`config.mk`:
```
export PLATFORM = sky130hd
export DESIGN_NAME = lfsr_random_source_flat
export DESIGN_NICKNAME = d
export VERILOG_FILES = /design/src/rtl/lfsr_random_source_pkg.sv /design/src/rtl/lfsr_random_source_if.sv /design/src/rtl/lfsr_random_source_lfsr_core.sv /design/src/rtl/lfsr_random_source.sv /design/src/flat_wrapper.sv
export SDC_FILE = /design/constraint.sdc
export NUM_CORES = 1
export LEC_CHECK = 0
export CORE_MARGIN = 2
export CORE_UTILIZATION = 48
export CTS_BUF_LIST = sky130_fd_sc_hd__clkbuf_16
export DETAILED_ROUTE_END_ITERATION = 12
export GPL_TIMING_DRIVEN = 0
export PLACE_DENSITY = 0.86
export SKIP_CTS_REPAIR_TIMING = 1
export SYNTH_ARGS = -nofsm -noshare
export SYNTH_HDL_FRONTEND = slang
export SYNTH_SLANG_ARGS = --single-unit
```
`constraint.sdc`:
```
create_clock -name clk -period 4 [get_ports clk]
set_clock_uncertainty 0.15 [all_clocks]
set_input_delay 0.8 -clock clk [delete_from_list [all_inputs] [get_ports clk]]
set_output_delay 0.8 -clock clk [all_outputs]
set_load 0.01 [all_outputs]
```
`src/rtl/lfsr_random_source_pkg.sv`:
```
// Shared definitions for the LFSR random source: default feedback masks,
// the lockup-escape seed and the packer FSM state encoding.
package lfsr_random_source_pkg;

  // Packer FSM: FILL collects bits, HOLD presents a word until it is taken.
  typedef enum logic [0:0] {
    FILL = 1'b0,
    HOLD = 1'b1
  } fsm_e;

  // Loaded whenever the LFSR would be stuck at zero or a zero seed is written.
  localparam logic [31:0] LOCKUP_SEED_DEFAULT = 32'h0000_BEEF;

  // Maximal-length Fibonacci masks for the widths the game logic uses.
  localparam logic [31:0] TAPS_W8  = 32'h0000_00B8;
  localparam logic [31:0] TAPS_W16 = 32'h0000_B400;
  localparam logic [31:0] TAPS_W24 = 32'h00E1_0000;
  localparam logic [31:0] TAPS_W32 = 32'h8020_0003;

  // Default feedback mask for a given state width; unsupported widths
  // return zero so the instantiating module must supply its own mask.
  function automatic logic [31:0] default_taps(input int w);
    logic [31:0] taps;
    case (w)
      8:       taps = TAPS_W8;
      16:      taps = TAPS_W16;
      24:      taps = TAPS_W24;
      32:      taps = TAPS_W32;
      default: taps = 32'h0000_0000;
    endcase
    return taps;
  endfunction

endpackage

```
`src/rtl/lfsr_random_source_if.sv`:
```
// Output word channel of the random source.
// Handshake: out_valid/out_data come from the producer; a word transfers on
// every rising clk edge where out_valid and out_ready are both high. Once
// out_valid is raised it stays high and out_data stays stable until that
// transfer; out_ready while out_valid is low has no effect.
interface lfsr_random_source_if #(
  parameter int OUT_W = 8
);
  logic             out_valid;
  logic             out_ready;
  logic [OUT_W-1:0] out_data;

  modport master (
    output out_valid,
    output out_data,
    input  out_ready
  );

  modport slave (
    input  out_valid,
    input  out_data,
    output out_ready
  );

endinterface

```
`src/rtl/lfsr_random_source_lfsr_core.sv`:
```
// Free-running Fibonacci LFSR with entropy mixing, lockup escape and reseed.
// fb is the bit shifted in this cycle; fb_ok drops on the lockup-escape
// cycle so the consumer does not collect the forced bit.
module lfsr_core
  import lfsr_random_source_pkg::*;
#(
  parameter int               WIDTH       = 16,
  parameter logic [WIDTH-1:0] TAPS        = WIDTH'(default_taps(WIDTH)),
  parameter logic [WIDTH-1:0] SEED        = WIDTH'(1),
  parameter logic [WIDTH-1:0] LOCKUP_SEED = WIDTH'(LOCKUP_SEED_DEFAULT)
) (
  input  logic             clk,
  input  logic             rst,
  input  logic             entropy,
  input  logic             seed_load,
  input  logic [WIDTH-1:0] seed_value,
  output logic             fb,
  output logic             fb_ok,
  output logic [WIDTH-1:0] state
);

  logic [WIDTH-1:0] state_q;
  logic [WIDTH-1:0] state_d;

  // Next state: reseed beats the step; an all-zero state is replaced by the
  // lockup seed and its feedback bit is reported as 0 and not collectable.
  always_comb begin
    fb      = (^(state_q & TAPS)) ^ entropy;
    fb_ok   = 1'b1;
    state_d = {state_q[WIDTH-2:0], fb};
    if (state_q == '0) begin
      fb      = 1'b0;
      fb_ok   = 1'b0;
      state_d = LOCKUP_SEED;
    end
    if (seed_load) begin
      state_d = (seed_value == '0) ? LOCKUP_SEED : seed_value;
    end
  end

  // State register; steps every cycle regardless of downstream back-pressure.
  always_ff @(posedge clk or negedge rst) begin
    if (!rst) begin
      state_q <= SEED;
    end else begin
      state_q <= state_d;
    end
  end

  assign state = state_q;

endmodule

```
`src/rtl/lfsr_random_source.sv`:
```
// Pseudorandom word source: packs LFSR bits into OUT_W-bit words, rejects
// words at or above a nonzero limit, and offers accepted words over a
// valid/ready channel. rst is asynchronous, active low, and is expected to
// be released synchronously to clk by the surrounding reset logic.
module lfsr_random_source
  import lfsr_random_source_pkg::*;
#(
  parameter int               WIDTH       = 16,
  parameter int               OUT_W       = 8,
  parameter logic [WIDTH-1:0] TAPS        = WIDTH'(default_taps(WIDTH)),
  parameter logic [WIDTH-1:0] SEED        = WIDTH'(1),
  parameter logic [WIDTH-1:0] LOCKUP_SEED = WIDTH'(LOCKUP_SEED_DEFAULT)
) (
  input  logic                 clk,
  input  logic                 rst,
  input  logic                 entropy,
  input  logic                 seed_load,
  input  logic [WIDTH-1:0]     seed_value,
  input  logic [OUT_W-1:0]     limit,
  output logic [7:0]           reject_cnt,
  lfsr_random_source_if.master out_if,
  output fsm_e                 dbg_state,
  output logic [WIDTH-1:0]     dbg_lfsr
);

  localparam int               CNT_W    = (OUT_W > 1) ? $clog2(OUT_W) : 1;
  localparam logic [CNT_W-1:0] LAST_BIT = CNT_W'(OUT_W - 1);

  logic             lfsr_fb;
  logic             lfsr_fb_ok;
  logic [WIDTH-1:0] lfsr_state;

  fsm_e             fsm_q, fsm_d;
  logic [CNT_W-1:0] bit_cnt_q, bit_cnt_d;
  logic [OUT_W-1:0] shift_q, shift_d;
  logic [OUT_W-1:0] data_q, data_d;
  logic             valid_q, valid_d;
  logic [7:0]       rej_q, rej_d;
  logic [OUT_W-1:0] candidate;

  lfsr_core #(
    .WIDTH      (WIDTH),
    .TAPS       (TAPS),
    .SEED       (SEED),
    .LOCKUP_SEED(LOCKUP_SEED)
  ) u_lfsr_core (
    .clk       (clk),
    .rst       (rst),
    .entropy   (entropy),
    .seed_load (seed_load),
    .seed_value(seed_value),
    .fb        (lfsr_fb),
    .fb_ok     (lfsr_fb_ok),
    .state     (lfsr_state)
  );

  // Packer FSM next state: reseed clears everything and drops any pending
  // word; FILL collects one bit per valid fb and checks the limit on the
  // last bit; HOLD waits for the consumer.
  always_comb begin
    fsm_d     = fsm_q;
    bit_cnt_d = bit_cnt_q;
    shift_d   = shift_q;
    data_d    = data_q;
    valid_d   = valid_q;
    rej_d     = rej_q;
    candidate = {shift_q[OUT_W-2:0], lfsr_fb};
    if (seed_load) begin
      fsm_d     = FILL;
      bit_cnt_d = '0;
      shift_d   = '0;
      valid_d   = 1'b0;
      rej_d     = '0;
    end else begin
      case (fsm_q)
        FILL: begin
          if (lfsr_fb_ok) begin
            shift_d = candidate;
            if (bit_cnt_q == LAST_BIT) begin
              bit_cnt_d = '0;
              if ((limit != '0) && (candidate >= limit)) begin
                rej_d = (rej_q == 8'hFF) ? rej_q : rej_q + 8'd1;
              end else begin
                data_d  = candidate;
                valid_d = 1'b1;
                fsm_d   = HOLD;
              end
            end else begin
              bit_cnt_d = bit_cnt_q + CNT_W'(1);
            end
          end
        end
        HOLD: begin
          if (out_if.out_ready) begin
            valid_d   = 1'b0;
            bit_cnt_d = '0;
            fsm_d     = FILL;
          end
        end
      endcase
    end
  end

  // Packer, output and reject-counter registers.
  always_ff @(posedge clk or negedge rst) begin
    if (!rst) begin
      fsm_q     <= FILL;
      bit_cnt_q <= '0;
      shift_q   <= '0;
      data_q    <= '0;
      valid_q   <= 1'b0;
      rej_q     <= '0;
    end else begin
      fsm_q     <= fsm_d;
      bit_cnt_q <= bit_cnt_d;
      shift_q   <= shift_d;
      data_q    <= data_d;
      valid_q   <= valid_d;
      rej_q     <= rej_d;
    end
  end

  assign out_if.out_valid = valid_q;
  assign out_if.out_data  = data_q;
  assign reject_cnt       = rej_q;
  assign dbg_state        = fsm_q;
  assign dbg_lfsr         = lfsr_state;

endmodule

```
`src/flat_wrapper.sv`:
```
// flat-port wrapper written by rule: the top's interface ports become plain ports
module lfsr_random_source_flat import lfsr_random_source_pkg::*;
#(
  parameter int               WIDTH       = 16,
  parameter int               OUT_W       = 8,
  parameter logic [WIDTH-1:0] TAPS        = WIDTH'(default_taps(WIDTH)),
  parameter logic [WIDTH-1:0] SEED        = WIDTH'(1),
  parameter logic [WIDTH-1:0] LOCKUP_SEED = WIDTH'(LOCKUP_SEED_DEFAULT)
)
  (clk, rst, entropy, seed_load, seed_value, limit, reject_cnt, dbg_state, dbg_lfsr, out_if_out_valid, out_if_out_data, out_if_out_ready);
  lfsr_random_source_if #(.OUT_W(OUT_W)) out_if_i ();
  input  logic clk;
  input  logic rst;
  input  logic entropy;
  input  logic seed_load;
  input  logic [WIDTH-1:0] seed_value;
  input  logic [OUT_W-1:0] limit;
  output logic [7:0] reject_cnt;
  output fsm_e dbg_state;
  output logic [WIDTH-1:0] dbg_lfsr;
  output wire logic [$bits(out_if_i.out_valid)-1:0] out_if_out_valid;
  output wire logic [$bits(out_if_i.out_data)-1:0] out_if_out_data;
  input wire logic [$bits(out_if_i.out_ready)-1:0] out_if_out_ready;
  assign out_if_out_valid = out_if_i.out_valid;
  assign out_if_out_data = out_if_i.out_data;
  assign out_if_i.out_ready = out_if_out_ready;
  lfsr_random_source #(.WIDTH(WIDTH), .OUT_W(OUT_W), .TAPS(TAPS), .SEED(SEED), .LOCKUP_SEED(LOCKUP_SEED)) u_core (.clk(clk), .rst(rst), .entropy(entropy), .seed_load(seed_load), .seed_value(seed_value), .limit(limit), .reject_cnt(reject_cnt), .out_if(out_if_i), .dbg_state(dbg_state), .dbg_lfsr(dbg_lfsr));
endmodule
```
==> out/qor.txt <==
max cap viols = 0
critical path class = input port to flip-flop
Max Root-Sink Buffers = 2
Worst R2R Start = u_core.u_lfsr_core.state[13]$_DFF_PN0_
#FFs+latches synth = 44
Yosys warnings = 0
Die Footprint = 5320 um^2
most frequent cells in the layout = clkdlybuf4s50_1, dfrtp_1, nor2_1
CP endpoint kind = flip-flop
Tmin final = 3.66 ns
delay-heaviest family, CP = simple AND/OR/NAND/NOR gates
GPL Wtd Cong = 0.796
RSZ-0062 raised after global routing = false
CP max stage delay = 0.45 ns
Avg Vias per Cell = 5.62
setup TNS = 0 ns
commonest non-fill, non-tap cell in the layout = clkdlybuf4s50_1
final hold violations = 0
PwrDens = 347 nW/um^2
cell area after synthesis = 2280 um^2
Async S/R FF share, synth = 100%
Cell variety after synth = 41
Worst path slowest cell = xnor2_1
clk sinks = 44
CP bufs+invs = 2
Nets = 309
H-tree depth = 2
TritonCTS buffer count = 5
Util after Layout = 67.0%
Achievable Freq = 273 MHz
first-pass GRT wire length = 8650 um
Seq/Total Area, Yosys = 48.3%
dominant synthesized flop cell = dfrtp_1
initial DRC count = 116
crit path launch = entropy
CTS tree = done
DR vias = 1814
Pleak = 1.45 nW
post-route ant nets = 0
layout cells sized above 1 = 11.5%
Setup-failing EPs final = 0
ANT cells = 0
post-DP HPWL = 3970 um
EDFF count, synth = 0
worst IR drop on VDD = 0.244 mV
fin. max-slew vios = 0
crit path launch type = input port
clk_lat worst skew = 0.29 ns
root buffer cell = clkbuf_16
Worst EP required = 4.02 ns
status = completed
largest net degree at the start of global routing = 29
initial core utilization = 48.9%
critical path arrival = 3.68 ns
number of global-route vias before repair = 1844
grt ovf = 0
post-synthesis average cell area = 11.5 um^2
Max FO, Critical Path = 8
Reg clk slew, reported paths = 0.06 ns
DR DRC count = 0
Wirelength per Cell = 16.1 um
cells after synthesis = 198
Rel. slew slack = 66.2%
Tcrit/Tclk final = 91.5%
final wirelength = 5210 um
area grow syn2layout = 36.9%
worst hold path class = input port to async pin
num ports = 63
antenna violations before repair = 0
Die Y = 72.9 um
Initial DRT Pass Iterations = 4
# rows = 25
Post-Syn Nets = 239
PortBufs = 62
GRT Total Usage = 21.5%
Die X = 72.9 um
core box area = 4660 um^2
worst slew pin tran = 0.503 ns
crit-path cells = clkdlybuf4s50_1 > xor2_1 > xnor2_1 > nand2_1 > ha_1 > a31oi_1 > nor2b_1 > o311ai_4 > nand4_2 > or2_1 > buf_6 > mux2_4
-- worst paths after layout --
check | slack (ns) | cells past startpoint | to
max reg2reg | 0.58 | 13 | u_core.out_if.out_data[1]$_DFFE_PN0P_
max | 0.34 | 12 | u_core.out_if.out_data[1]$_DFFE_PN0P_
min | 0.28 | 1 | u_core.reject_cnt[4]$_DFFE_PN0P_
max in group asynchronous | 2.86 | 2 | u_core.u_lfsr_core.state[0]$_DFF_PN1_
min in group clk | 0.36 | 1 | u_core.out_if.out_data[6]$_DFFE_PN0P_
min reg2reg | 0.36 | 1 | u_core.out_if.out_data[6]$_DFFE_PN0P_
-- metal layers --
layer / vias up / routed length (um) / track usage (%)
met3: 11 / 165 / 4.28
met5: - / 0 / 0
li1: 867 / - / -
met4: 0 / 126 / 9.05
met1: 891 / 2310 / 27.4
met2: 45 / 2600 / 35.7
-- layout make-up --
cell class | instances | area, um^2
multi-input cells | 137 | 1110
inverters | 10 | 37.5
plain buffers | 7 | 35.0
clock buffers | 5 | 125
well taps | 54 | 67.6
clock inverters | 3 | 13.8
fillers | 371 | 1540
repair buffers | 63 | 636
flip-flops and latches | 44 | 1100
-- synth_stat cells, types with 3 or more instances --
cell type,n,share of area (%)
o21ai_0,4,0.88
mux2_4,8,5.3
dfrtp_1,43,47
nor4_1,6,1.6
o22a_1,13,5.0
and3_1,3,0.82
ha_1,12,6.6
nand4_1,5,1.4
nand3b_1,3,0.99
a21oi_1,9,2.0
mux2i_1,10,4.4
nor2_1,17,2.8
inv_1,10,1.6
nand2b_1,3,0.82
nand2_1,8,1.3
xnor2_1,3,1.2
nor2b_1,5,1.4
nand3_1,5,1.1
clkbuf_1,5,0.82
-- per-stage QoR --
stage                     total power, mW  setup slack [ns]  cell area, um^2  hold WS [ns]  instances
after floorplan                     0.594             0.865             2280         0.354        198
after global placement              0.692            0.0834             2970         0.341        314
after detailed placement            0.702            0.0270             2980         0.341        315
after CTS                            1.09             0.301             3120         0.300        323
after global routing                 1.13             0.138             3120         0.325        323
final                                1.08             0.341             3120         0.281        323
-- report_power, final --
part           switching, mW  leakage, nW  total, mW  internal [mW]
combinational         0.0861        0.810      0.191          0.105
sequential            0.0271        0.565      0.501          0.474
clock                  0.164       0.0710      0.391          0.227
-- sequential cells by signal, indices dropped and copies added, names as in the netlist --
signal,cells
u_core.out_if.out_data,8
u_core.dbg_state,1
u_core.reject_cnt,8
u_core.shift_q,7
u_core.u_lfsr_core.state,16
u_core.bit_cnt_q,3
u_core.out_if.out_valid,1
-- cell families (layout without fill, tap and decap cells) --
logic type	count (synthesis)	in the layout	share of synthesized area, %
buf+inv	17	88	3.18
compound gates	34	34	12.4
fa+ha+maj	12	12	6.58
simple gates	65	65	16.3
flops	44	44	48.3
xor+xnor	4	4	1.54
mux	22	22	11.6
(Power assumes the default switching activity.)
